$ cat src/rtl/reg_pipe.sv
// Elastic DEPTH-stage register pipeline with valid/ready back-pressure and flush.
// Define REG_PIPE_QBAR_EN to add the complemented output port q_bar.
module reg_pipe #(
  parameter int WIDTH = 8,
  parameter int DEPTH = 4
) (
  input  logic             clk,
  input  logic             rst,
  input  logic             flush,
  input  logic [WIDTH-1:0] d,
  input  logic             in_valid,
  output logic             in_ready,
  output logic [WIDTH-1:0] q,
  output logic             out_valid,
  input  logic             out_ready
`ifdef REG_PIPE_QBAR_EN
  ,
  output logic [WIDTH-1:0] q_bar
`endif
);

  logic [DEPTH-1:0]            vld_q, vld_d;
  logic [DEPTH-1:0][WIDTH-1:0] data_q, data_d;
  logic [DEPTH-1:0]            rdy;
  logic [DEPTH-1:0]            up_vld;
  logic [DEPTH-1:0][WIDTH-1:0] up_data;
  logic                        hole;

  // A stage is ready when the output drains or any stage at or below it is empty.
  // This is the unrolled form of rdy[i] = ~v[i] | rdy[i+1].
  always_comb begin
    hole = 1'b0;
    rdy  = '0;
    for (int i = DEPTH - 1; i >= 0; i--) begin
      hole   = hole | ~vld_q[i];
      rdy[i] = hole | out_ready;
    end
  end

  always_comb begin
    up_vld     = '0;
    up_data    = '0;
    up_vld[0]  = in_valid;
    up_data[0] = d;
    for (int i = 1; i < DEPTH; i++) begin
      up_vld[i]  = vld_q[i-1];
      up_data[i] = data_q[i-1];
    end
  end

  always_comb begin
    vld_d  = vld_q;
    data_d = data_q;
    for (int i = 0; i < DEPTH; i++) begin
      if (rdy[i]) vld_d[i] = up_vld[i];
      // Bubbles and flushed inputs leave the data register untouched.
      if (rdy[i] && up_vld[i] && !flush) data_d[i] = up_data[i];
    end
    if (flush) vld_d = '0;
  end

  always_ff @(posedge clk) begin
    if (rst) begin
      vld_q  <= '0;
      data_q <= '0;
    end else begin
      vld_q  <= vld_d;
      data_q <= data_d;
    end
  end

  assign in_ready  = rdy[0];
  assign q         = data_q[DEPTH-1];
  assign out_valid = vld_q[DEPTH-1];

`ifdef REG_PIPE_QBAR_EN
  assign q_bar = ~q;
`endif

endmodule

$ cat config.mk
export PLATFORM = sky130hd
export DESIGN_NAME = reg_pipe
export DESIGN_NICKNAME = d
export VERILOG_FILES = /design/src/rtl/reg_pipe.sv
export SDC_FILE = /design/constraint.sdc
export NUM_CORES = 1
export LEC_CHECK = 0
export CORE_MARGIN = 2
export CORE_UTILIZATION = 36
export DETAILED_ROUTE_END_ITERATION = 10
export GPL_ROUTABILITY_DRIVEN = 0
export SYNTH_ARGS = -nofsm -noshare
export SYNTH_HDL_FRONTEND = slang
export SYNTH_SLANG_ARGS = --single-unit
$ cat constraint.sdc
create_clock -name clk -period 1.7 [get_ports clk]
set_input_delay 0.34 -clock clk [delete_from_list [all_inputs] [get_ports clk]]
set_output_delay 0.34 -clock clk [all_outputs]
set_load 0.01 [all_outputs]
==> reports/summary.md <==
The first-pass GRT wire length came out at 5380 um. On the final layout, the worst hold slack is 0.462 ns. IR analysis of the VDD net gives a maximum drop of 378 uV. The run gives 0 as the post-CTS repair timing setup buffer count. The average footprint of a synthesized cell is 8.80 sq um. The master cell of the clock root buffer is sky130_fd_sc_hd__clkbuf_8. The tightest slew margin relative to the limit is 0.741. The flow ran to the end, and the final reports show no timing, DRC or antenna violations. In this run the core area contains 24 standard-cell rows. The finished layout holds 263 standard cells, fillers aside. For this run, design rule violations remaining after detail routing come to 0. Traced cell by cell, the critical path runs through clkdlybuf4s50_1 > and4b_1 > nand2_1 > buf_2. Clock tree synthesis found a total of 36 sinks. The clock network latency to the later pin of the worst-skew pair was 0.29 ns. In the final routed layout, each cell accounts on average for 11.2 um. The detail route stage leaves a number of antenna-violating nets equal to 0. The vias per cell came out at 4.75.

In the synthesized netlist, the number of instances is 191. No sink is reached through more buffers than the 2 on the longest clock path. For the placeable core region, the log shows 4410 sq um. Summed over all cells, the static leakage comes to 0.000873 uW. The final route contains 1,248 vias. Maximum achievable frequency: 621 MHz. The logs give 223 for the net total in the final layout and 1,141 for the number of global-route vias before repair.

Clock-pin slew was measured on the worst setup and hold paths at 0.08 ns. The gate family responsible for the most delay along the worst path is buffers and inverters. Top layer used by detailed routing: met4. Setup repair after global routing left no endpoint under its margin. The run gives 30 as the pin count of the biggest net entering global routing. The area growth from synthesis to layout is 22.9%.

Period utilization: 0.947. The worst setup path is of the input pin to output port kind. The netlist uses 26 different library cells. The tightest min-delay check is of the flip-flop to flip-flop type. The count of buffers added on input and output ports is 22. The number of ports placed on the die boundary was 23. The post-synthesis register bit count is 36, and the final count of negative-setup-slack endpoints is 0. TritonCTS built the clock tree. The worst setup path is captured at an output port. The proportion of layout cells with a drive suffix above 1 came out at 0.123. In this design, the stage delay of the slowest critical-path cell is 0.42 ns. Required time at the worst-slack endpoint: 1.36 ns. For this run, the number of Yosys warnings is 0.

The number of buffers and inverters on the critical path is 2. For this run the aggregate overflow at the end of global routing stands at 0. In this run the horizontal extent of the chip is 72.3 um. The library cell used most frequently in the layout, excluding fill and tap cells, is sky130_fd_sc_hd__dfxtp_1. The combined global-route utilization of all metal layers is 0.132.

The routed design could run at a clock period as short as 1.61 ns. The run gives 124 um as the met3 wire length. For the final max-slew violation count, the log shows 0. Power spread over the standard cell area amounts to 831 nW/um^2. The number of H-tree levels was 2. For the net count after synthesis, the log shows 204. Among all stages on the critical path, the largest delay is contributed by sky130_fd_sc_hd__clkdlybuf4s50_1.

For the final routed wirelength across all metal layers, the log shows 2950 um. The worst setup path is launched from an input pin. Detailed-placement wirelength estimate: 2090 um. The tools report the full die area as 5230 sq um. The tools report the met2 layer wire length in the routed design as 1250 um. Proportion of synthesized chip area in sequential cells: 0.429.

For the final hold violation count, the log shows 0. Buffers inserted to repair hold after CTS numbered 0. For this block, the initial DRC count from the detailed router was 71. Initial antenna violation count: 0. For the final database, setup skew stands at 0.00526 ns. The first-pass iteration count of the detailed router was 4. Counting the buffers created by CTS gives 5. The synthesized cell area is 1680 sq um, and the measured slew at the worst slew-check pin is 0.378 ns. The routed metal-1 wire length is 1550 um. Data on the critical path arrives at its endpoint at 1.27 ns.

The top cell types in the final layout, fill and taps aside, are 36 x sky130_fd_sc_hd__dfxtp_1, 21 x sky130_fd_sc_hd__clkdlybuf4s50_1, 20 x sky130_fd_sc_hd__nand2b_1. From bottom edge to top edge, the die measures 72.3 um. Including well taps, the total number of placed cells is 255. The number of maximum-capacitance violations was 0; the worst-path maximum fanout was 2. The effective utilization at floorplan came out at 0.381. The number of antenna diodes in the final layout is 0.
metrics by stage:
stage          utilization  setup WS, ns  instance area (sq um)  setup TNS (ns)  total power (uW)
3_5_place_dp         0.444        -0.296                   1960           -1.97               994
2_1_floorplan            -         0.382                   1680               0               943
3_3_place_gp         0.444        -0.310                   1960           -1.75               993
6_report             0.468        0.0893                   2070               0              1720
4_1_cts              0.468        0.0722                   2060               0              1750
5_1_grt              0.468        0.0143                   2070               0              1800
cell usage after synthesis (all sizes together):
cell | count | area share
and4b | 1 | 0.0060
nor3 | 12 | 0.036
a21oi | 10 | 0.030
nand2b | 22 | 0.085
nand4b | 1 | 0.0089
o21ai | 8 | 0.024
inv | 9 | 0.020
nor2 | 10 | 0.022
a211o | 1 | 0.0052
or2b | 5 | 0.023
or3 | 8 | 0.030
clkbuf | 5 | 0.012
nand3 | 8 | 0.024
mux2i | 16 | 0.095
a2111oi | 8 | 0.042
nand3b | 1 | 0.0045
dfxtp | 36 | 0.43
buf | 18 | 0.074
nand2 | 9 | 0.020
nor2b | 3 | 0.011
sequential cells by signal, indices dropped and copies added (netlist names):
register  count
data_q       24
q             8
vld_q         4
final timing paths:
check             start  cells past startpoint  slack (ns)   endpoint
min reg2reg  data_q[20]                      2        0.46       q[4]
min          data_q[20]                      2        0.46       q[4]
max           out_ready                      4        0.09   in_ready
max reg2reg    vld_q[1]                      4        0.28  data_q[6]
report_power, final:
part           switching (uW)  internal, uW  leakage, uW
registers                5.53           855     0.000291
clock network             309           434    0.0000541
logic                    49.5          65.0     0.000528
cell families after synthesis:
kind of cell	count (synthesis)	synth area share
DFF	36	0.429
and+or+nand+nor	80	0.270
AOI/OAI and AO/OA	27	0.100
buffers and inverters	32	0.106
muxes	16	0.0952
repair_timing:
| action | 4_1_cts | 5_1_grt |
|---|---|---|
| cloned | 0 | 0 |
| resized for setup | 4 | 2 |
| pin swaps | 0 | 0 |
| endpoints found under the setup margin | 1 | 2 |
area by class of cell:
class | instances | area (sq um)
tap | 52 | 65.1
multi-input combinational | 123 | 786
clock inverter | 3 | 42.5
clock buffer | 5 | 68.8
fill | 436 | 2350
sequential | 36 | 721
inverter | 9 | 33.8
timing repair buffer | 35 | 350
per-layer routing:
layer / up-vias / GRT usage
li1: 684 / -
met1: 540 / 0.182
met2: 22 / 0.186
met3: 2 / 0.0417
met4: 0 / 0.0629
met5: - / 0
tightest hold or removal path: stages, from the launching register on:
cell and delay (ns):
sky130_fd_sc_hd__dfxtp_1 0.31, sky130_fd_sc_hd__nand3_1 0.06, sky130_fd_sc_hd__a21oi_1 0.05
Power figures use the tool's default switching activity.
